[config.mk]
export PLATFORM = sky130hd
export DESIGN_NAME = nibble_serial_adder
export DESIGN_NICKNAME = d
export VERILOG_FILES = /design/src/rtl/nibble_serial_adder.sv
export SDC_FILE = /design/constraint.sdc
export NUM_CORES = 1
export LEC_CHECK = 0
export BUFFER_PORTS_ARGS = -buffer_cell sky130_fd_sc_hd__buf_2
export CAP_MARGIN = 10
export CORE_ASPECT_RATIO = 2
export CORE_MARGIN = 8
export CORE_UTILIZATION = 49
export CTS_BUF_LIST = sky130_fd_sc_hd__clkbuf_2
export DETAILED_ROUTE_END_ITERATION = 8
export PLACE_DENSITY = 0.89
export SLEW_MARGIN = 5
export SYNTH_ARGS = -nofsm -noshare
export SYNTH_HDL_FRONTEND = slang
export SYNTH_SLANG_ARGS = --single-unit
export TNS_END_PERCENT = 1
[constraint.sdc]
create_clock -name clk -period 3.5 [get_ports clk]
set_clock_uncertainty 0.15 [all_clocks]
set_input_delay 0.175 -clock clk [delete_from_list [all_inputs] [get_ports clk]]
set_output_delay 0.175 -clock clk [all_outputs]
set_load 0.01 [all_outputs]
[src/rtl/nibble_serial_adder.sv]
// nibble_serial_adder
// Drives one 4-bit slice per clock into an external carry_skip_adder,
// least significant nibble first. The carry is chained through a register,
// and the full-width sum and carry-out are assembled from the slices.
// A start/busy/done handshake lets one small adder serve a wide add.
module nibble_serial_adder #(
  parameter int NIBBLES = 4
) (
  input  logic                 clk,
  input  logic                 rst,
  input  logic                 start,
  input  logic [4*NIBBLES-1:0] a,
  input  logic [4*NIBBLES-1:0] b,
  input  logic                 cin,
  output logic [3:0]           add_a,
  output logic [3:0]           add_b,
  output logic                 add_c0,
  input  logic [3:0]           add_s,
  input  logic                 add_cout,
  output logic                 busy,
  output logic                 done,
  output logic [4*NIBBLES-1:0] sum,
  output logic                 cout
);

  localparam int W     = 4 * NIBBLES;
  localparam int IDX_W = $clog2(NIBBLES);
  localparam logic [IDX_W-1:0] LAST = IDX_W'(NIBBLES - 1);

  typedef enum logic [1:0] {
    IDLE = 2'd0,
    RUN  = 2'd1,
    DONE = 2'd2
  } state_t;

  state_t           r_state;
  state_t           w_next;
  logic [IDX_W-1:0] r_idx;
  logic [W-1:0]     r_a;
  logic [W-1:0]     r_b;
  logic [W-1:0]     r_part;
  logic [W-1:0]     r_sum;
  logic             r_carry;
  logic             r_cout;
  logic [IDX_W+1:0] w_bit;
  logic             w_last;

  // Bit offset of the active slice, and whether it is the top slice.
  assign w_bit  = {r_idx, 2'b00};
  assign w_last = (r_idx == LAST);

  // State register; reset abandons any in-flight operation.
  always_ff @(posedge clk) begin
    if (rst) begin
      r_state <= IDLE;
    end else begin
      r_state <= w_next;
    end
  end

  // Next-state decode and the combinational slice mux toward the adder.
  always_comb begin
    w_next = r_state;
    add_a  = 4'd0;
    add_b  = 4'd0;
    add_c0 = 1'b0;
    case (r_state)
      IDLE: begin
        if (start) begin
          w_next = RUN;
        end
      end
      RUN: begin
        add_a  = r_a[w_bit +: 4];
        add_b  = r_b[w_bit +: 4];
        add_c0 = r_carry;
        if (w_last) begin
          w_next = DONE;
        end
      end
      DONE: begin
        w_next = IDLE;
      end
      default: begin
        w_next = IDLE;
      end
    endcase
  end

  // Operand capture; operands are free to change once accepted.
  always_ff @(posedge clk) begin
    if (!rst && (r_state == IDLE) && start) begin
      r_a <= a;
      r_b <= b;
    end
  end

  // Slice index, carry chain, partial sum and the held result.
  always_ff @(posedge clk) begin
    if (rst) begin
      r_idx   <= '0;
      r_carry <= 1'b0;
      r_part  <= '0;
      r_sum   <= '0;
      r_cout  <= 1'b0;
    end else begin
      case (r_state)
        IDLE: begin
          if (start) begin
            r_carry <= cin;
            r_idx   <= '0;
          end
        end
        RUN: begin
          r_part[w_bit +: 4] <= add_s;
          r_carry            <= add_cout;
          if (w_last) begin
            // Top slice comes straight from the adder; lower slices are stored.
            r_idx  <= '0;
            r_sum  <= {add_s, r_part[W-5:0]};
            r_cout <= add_cout;
          end else begin
            r_idx <= r_idx + IDX_W'(1);
          end
        end
        default: begin
        end
      endcase
    end
  end

  assign busy = (r_state != IDLE);
  assign done = (r_state == DONE);
  assign sum  = r_sum;
  assign cout = r_cout;

endmodule
==> impl_metrics.env <==
export IMPL_fmax_mhz=370
export IMPL_gp_congestion=0.788
export IMPL_cts_root_buf="clkbuf_2"
export IMPL_crit_required_ns=3.17
export IMPL_cp_max_fo=16
export IMPL_vdd_drop_max_mv=0.309
export IMPL_wl_um=6530
export IMPL_die_y_um=121
export IMPL_cp_cell_sequence="mux4_2 > nor2b_4 > buf_2"
export IMPL_ctsHtreeMaxLevel=3
export IMPL_slowest_stage="dfxtp_1"
export IMPL_fin_cells=395
export IMPL_critical_path_top_delay_family="flip-flops"
export IMPL_cp_num_buf_inv=1
export IMPL_synth_area_per_cell_um2=12.0
export IMPL_antenna_left=0
export IMPL_pre_cts_ws_ns=1.13
export IMPL_die_w_um=68.3
export IMPL_outcome="finished clean"
export IMPL_min_period_ns=2.70
export IMPL_hold_viol_final=0
export IMPL_grt_overflow_total=0
export IMPL_post_place_cells=339
export IMPL_clockBufferDepth=2
export IMPL_die_area_mm2=0.00824
export IMPL_rsz0062_at_grt="false"
export IMPL_cts_made_buffers=9
export IMPL_initial_core_util=0.499
export IMPL_row_count=38
export IMPL_ys_types=29
export IMPL_path_clk_slew_ns=0.16
export IMPL_port_buffers=68
export IMPL_fp_coreArea_mm2=0.00537
export IMPL_grt_pass1_vias=2213
export IMPL_ios=69
export IMPL_syn_num_nets=269
export IMPL_cap_violations=0
export IMPL_synthCells=223
export IMPL_criticalPathCategory="reg2out"
export IMPL_yosys_warnings=0
export IMPL_synth_top_area_share=0.359
export IMPL_finalMaxSlewViolations=0
export IMPL_finalSetupViolCount=0
export IMPL_grt_first_pass_wirelength_um=10600
export IMPL_hpwl_um=3930
export IMPL_maxSlewHeadroom=0.399
export IMPL_clk_latency_ns=0.50
export IMPL_area_growth_pct=30.8
export IMPL_cp_arrival_ns=2.38
export IMPL_crit_path_max_incr_delay_ns=0.95
export IMPL_cts_tree="built"
export IMPL_worstMarginPinSlew_ns=0.900
export IMPL_synthTopCellsByArea="edfxtp_1, dfxtp_1, mux4_2"
export IMPL_endpoint_kind="output pin"
export IMPL_vias=2041
export IMPL_powerDensity_mw_per_mm2=386
export IMPL_cts_sinks=66
export IMPL_grt_usage=0.173
export IMPL_antenna_found_initial=0
export IMPL_cts_resized=0
export IMPL_post_route_period_util=0.772
export IMPL_post_drt_wl_per_cell_um=16.5
export IMPL_synth_top_cell_by_area="edfxtp_1"
export IMPL_worst_slack_ns=0.799
export IMPL_finalNetCount=376
export IMPL_drive_gt1_frac=0.293
export IMPL_critPathLaunchType="flip-flop"
export IMPL_drc=0
export IMPL_grt_max_degree=40
export IMPL_diodes=0
export IMPL_synth_seq_area_share=0.613
export IMPL_min_path_type="in2reg"
export IMPL_timing_setup_tns_ns=0
export IMPL_first_pass_iters=4
export IMPL_first_iter_violations=56
export IMPL_p_leak_nw=1.39
export IMPL_via_per_inst=5.17
export IMPL_synth_seq_cells=66
export IMPL_synth_area_mm2=0.00268
[metal layers]
layer | wire [um] | GRT usage | up-vias
met4 | 153 | 0.0774 | 0
met3 | 481 | 0.0704 | 12
li1 | - | - | 997
met5 | 0 | 0 | -
met1 | 2380 | 0.173 | 968
met2 | 3520 | 0.297 | 64
[worst paths after layout]
kind | start | to | slack [ns] | cells after the start
max | r_idx[0] | add_a[1] | 0.80 | 3
max reg2reg | r_idx[0] | sum[11] | 1.08 | 4
min reg2reg | sum[6] | sum[6] | 0.31 | 2
min | b[3] | r_b[3] | 0.22 | 2
[area by class of cell]
type | count | area, um2
Multi-Input combinational cell | 136 | 935
Fill cell | 389 | 1870
Tap cell | 60 | 75.1
Timing Repair Buffer | 109 | 748
Clock inverter | 5 | 21.3
Sequential cell | 66 | 1640
Inverter | 8 | 30.0
Clock buffer | 11 | 55.1
[synth_stat cells]
cell and count:
nor3_1 1, nor2b_1 5, nor2_1 6, nand2b_1 7, a211oi_1 1, and4bb_1 1
clkbuf_1 6, ha_1 5, dfxtp_1 34, inv_1 7, or3_1 1, o32ai_1 4
buf_6 1, a21oi_1 29, or2_1 1, buf_12 1, buf_2 5, edfxtp_1 32
and3b_1 3, nand3b_1 5, nor4b_4 1, o221a_1 1, mux4_2 8, nand2_1 43
nand3_1 8, o21bai_1 1, nor4b_1 1, nor2b_4 4, inv_2 1
[cells in the final DEF, fill, tap and decap left out]
master         count
buf_4              1
nor3_2             1
dlygate4sd3_1     40
nor4b_4            1
clkinv_1           2
a211oi_1           1
o21bai_1           1
or2_1              1
nor2b_1            5
a21oi_1           29
or3_1              1
inv_2              2
clkbuf_2          11
nand3b_1           5
nor4b_1            1
ha_1               5
nand2b_1           7
nor2_1             6
buf_2             68
clkinv_2           2
o221a_1            1
nand3_1            8
nor2b_4            4
o32ai_1            4
and3b_1            3
inv_1              7
dfxtp_1           34
nand2_1           43
edfxtp_1          32
mux4_2             8
and4bb_1           1
[registers in the layout, summed over array words and instances (netlist names)]
name,count
r_a,16
r_b,16
sum,16
r_part,12
r_idx,2
r_state,2
cout,1
r_carry,1
[metrics by stage]
stage               total power [mW]  hold slack [ns]  utilization  cell area [um2]
floorplan                      0.941            0.124            -             2680
global placement               0.976            0.201        0.564             3030
detailed placement             0.982            0.203        0.564             3030
CTS                             1.35            0.195        0.653             3510
global route                    1.41            0.202        0.653             3510
finish                          1.35            0.223        0.653             3510
[cell families (layout without fill, tap and decap cells)]
family | count (synthesis) | in the layout | synth area share
compound gates | 36 | 36 | 0.0770
mux | 8 | 8 | 0.0672
simple gates | 87 | 87 | 0.179
flops | 66 | 66 | 0.613
fa+ha+maj | 5 | 5 | 0.0233
buf+inv | 21 | 133 | 0.0406
[worst register-to-register path: cells and delay by family (launching register included)]
family                   cells  cell delay, ns
flip-flops                   1            0.95
adder cells (fa/ha/maj)      1            0.36
AO/OA/AOI/OAI                1            0.09
AND/OR/NAND/NOR              2            0.74
[what timing repair did]
item                                   in CTS  in global routing
buffers inserted                            0                  0
hold buffers                               40                  0
endpoints found under the hold margin      54                  0
[where the power goes]
part | switching, mW | internal (mW) | total, mW | leakage, nW
Sequential | 0.0181 | 0.835 | 0.853 | 0.572
Clock | 0.258 | 0.0911 | 0.349 | 0.0609
Combinational | 0.0663 | 0.0870 | 0.153 | 0.754
Power figures use the tool's default switching activity.
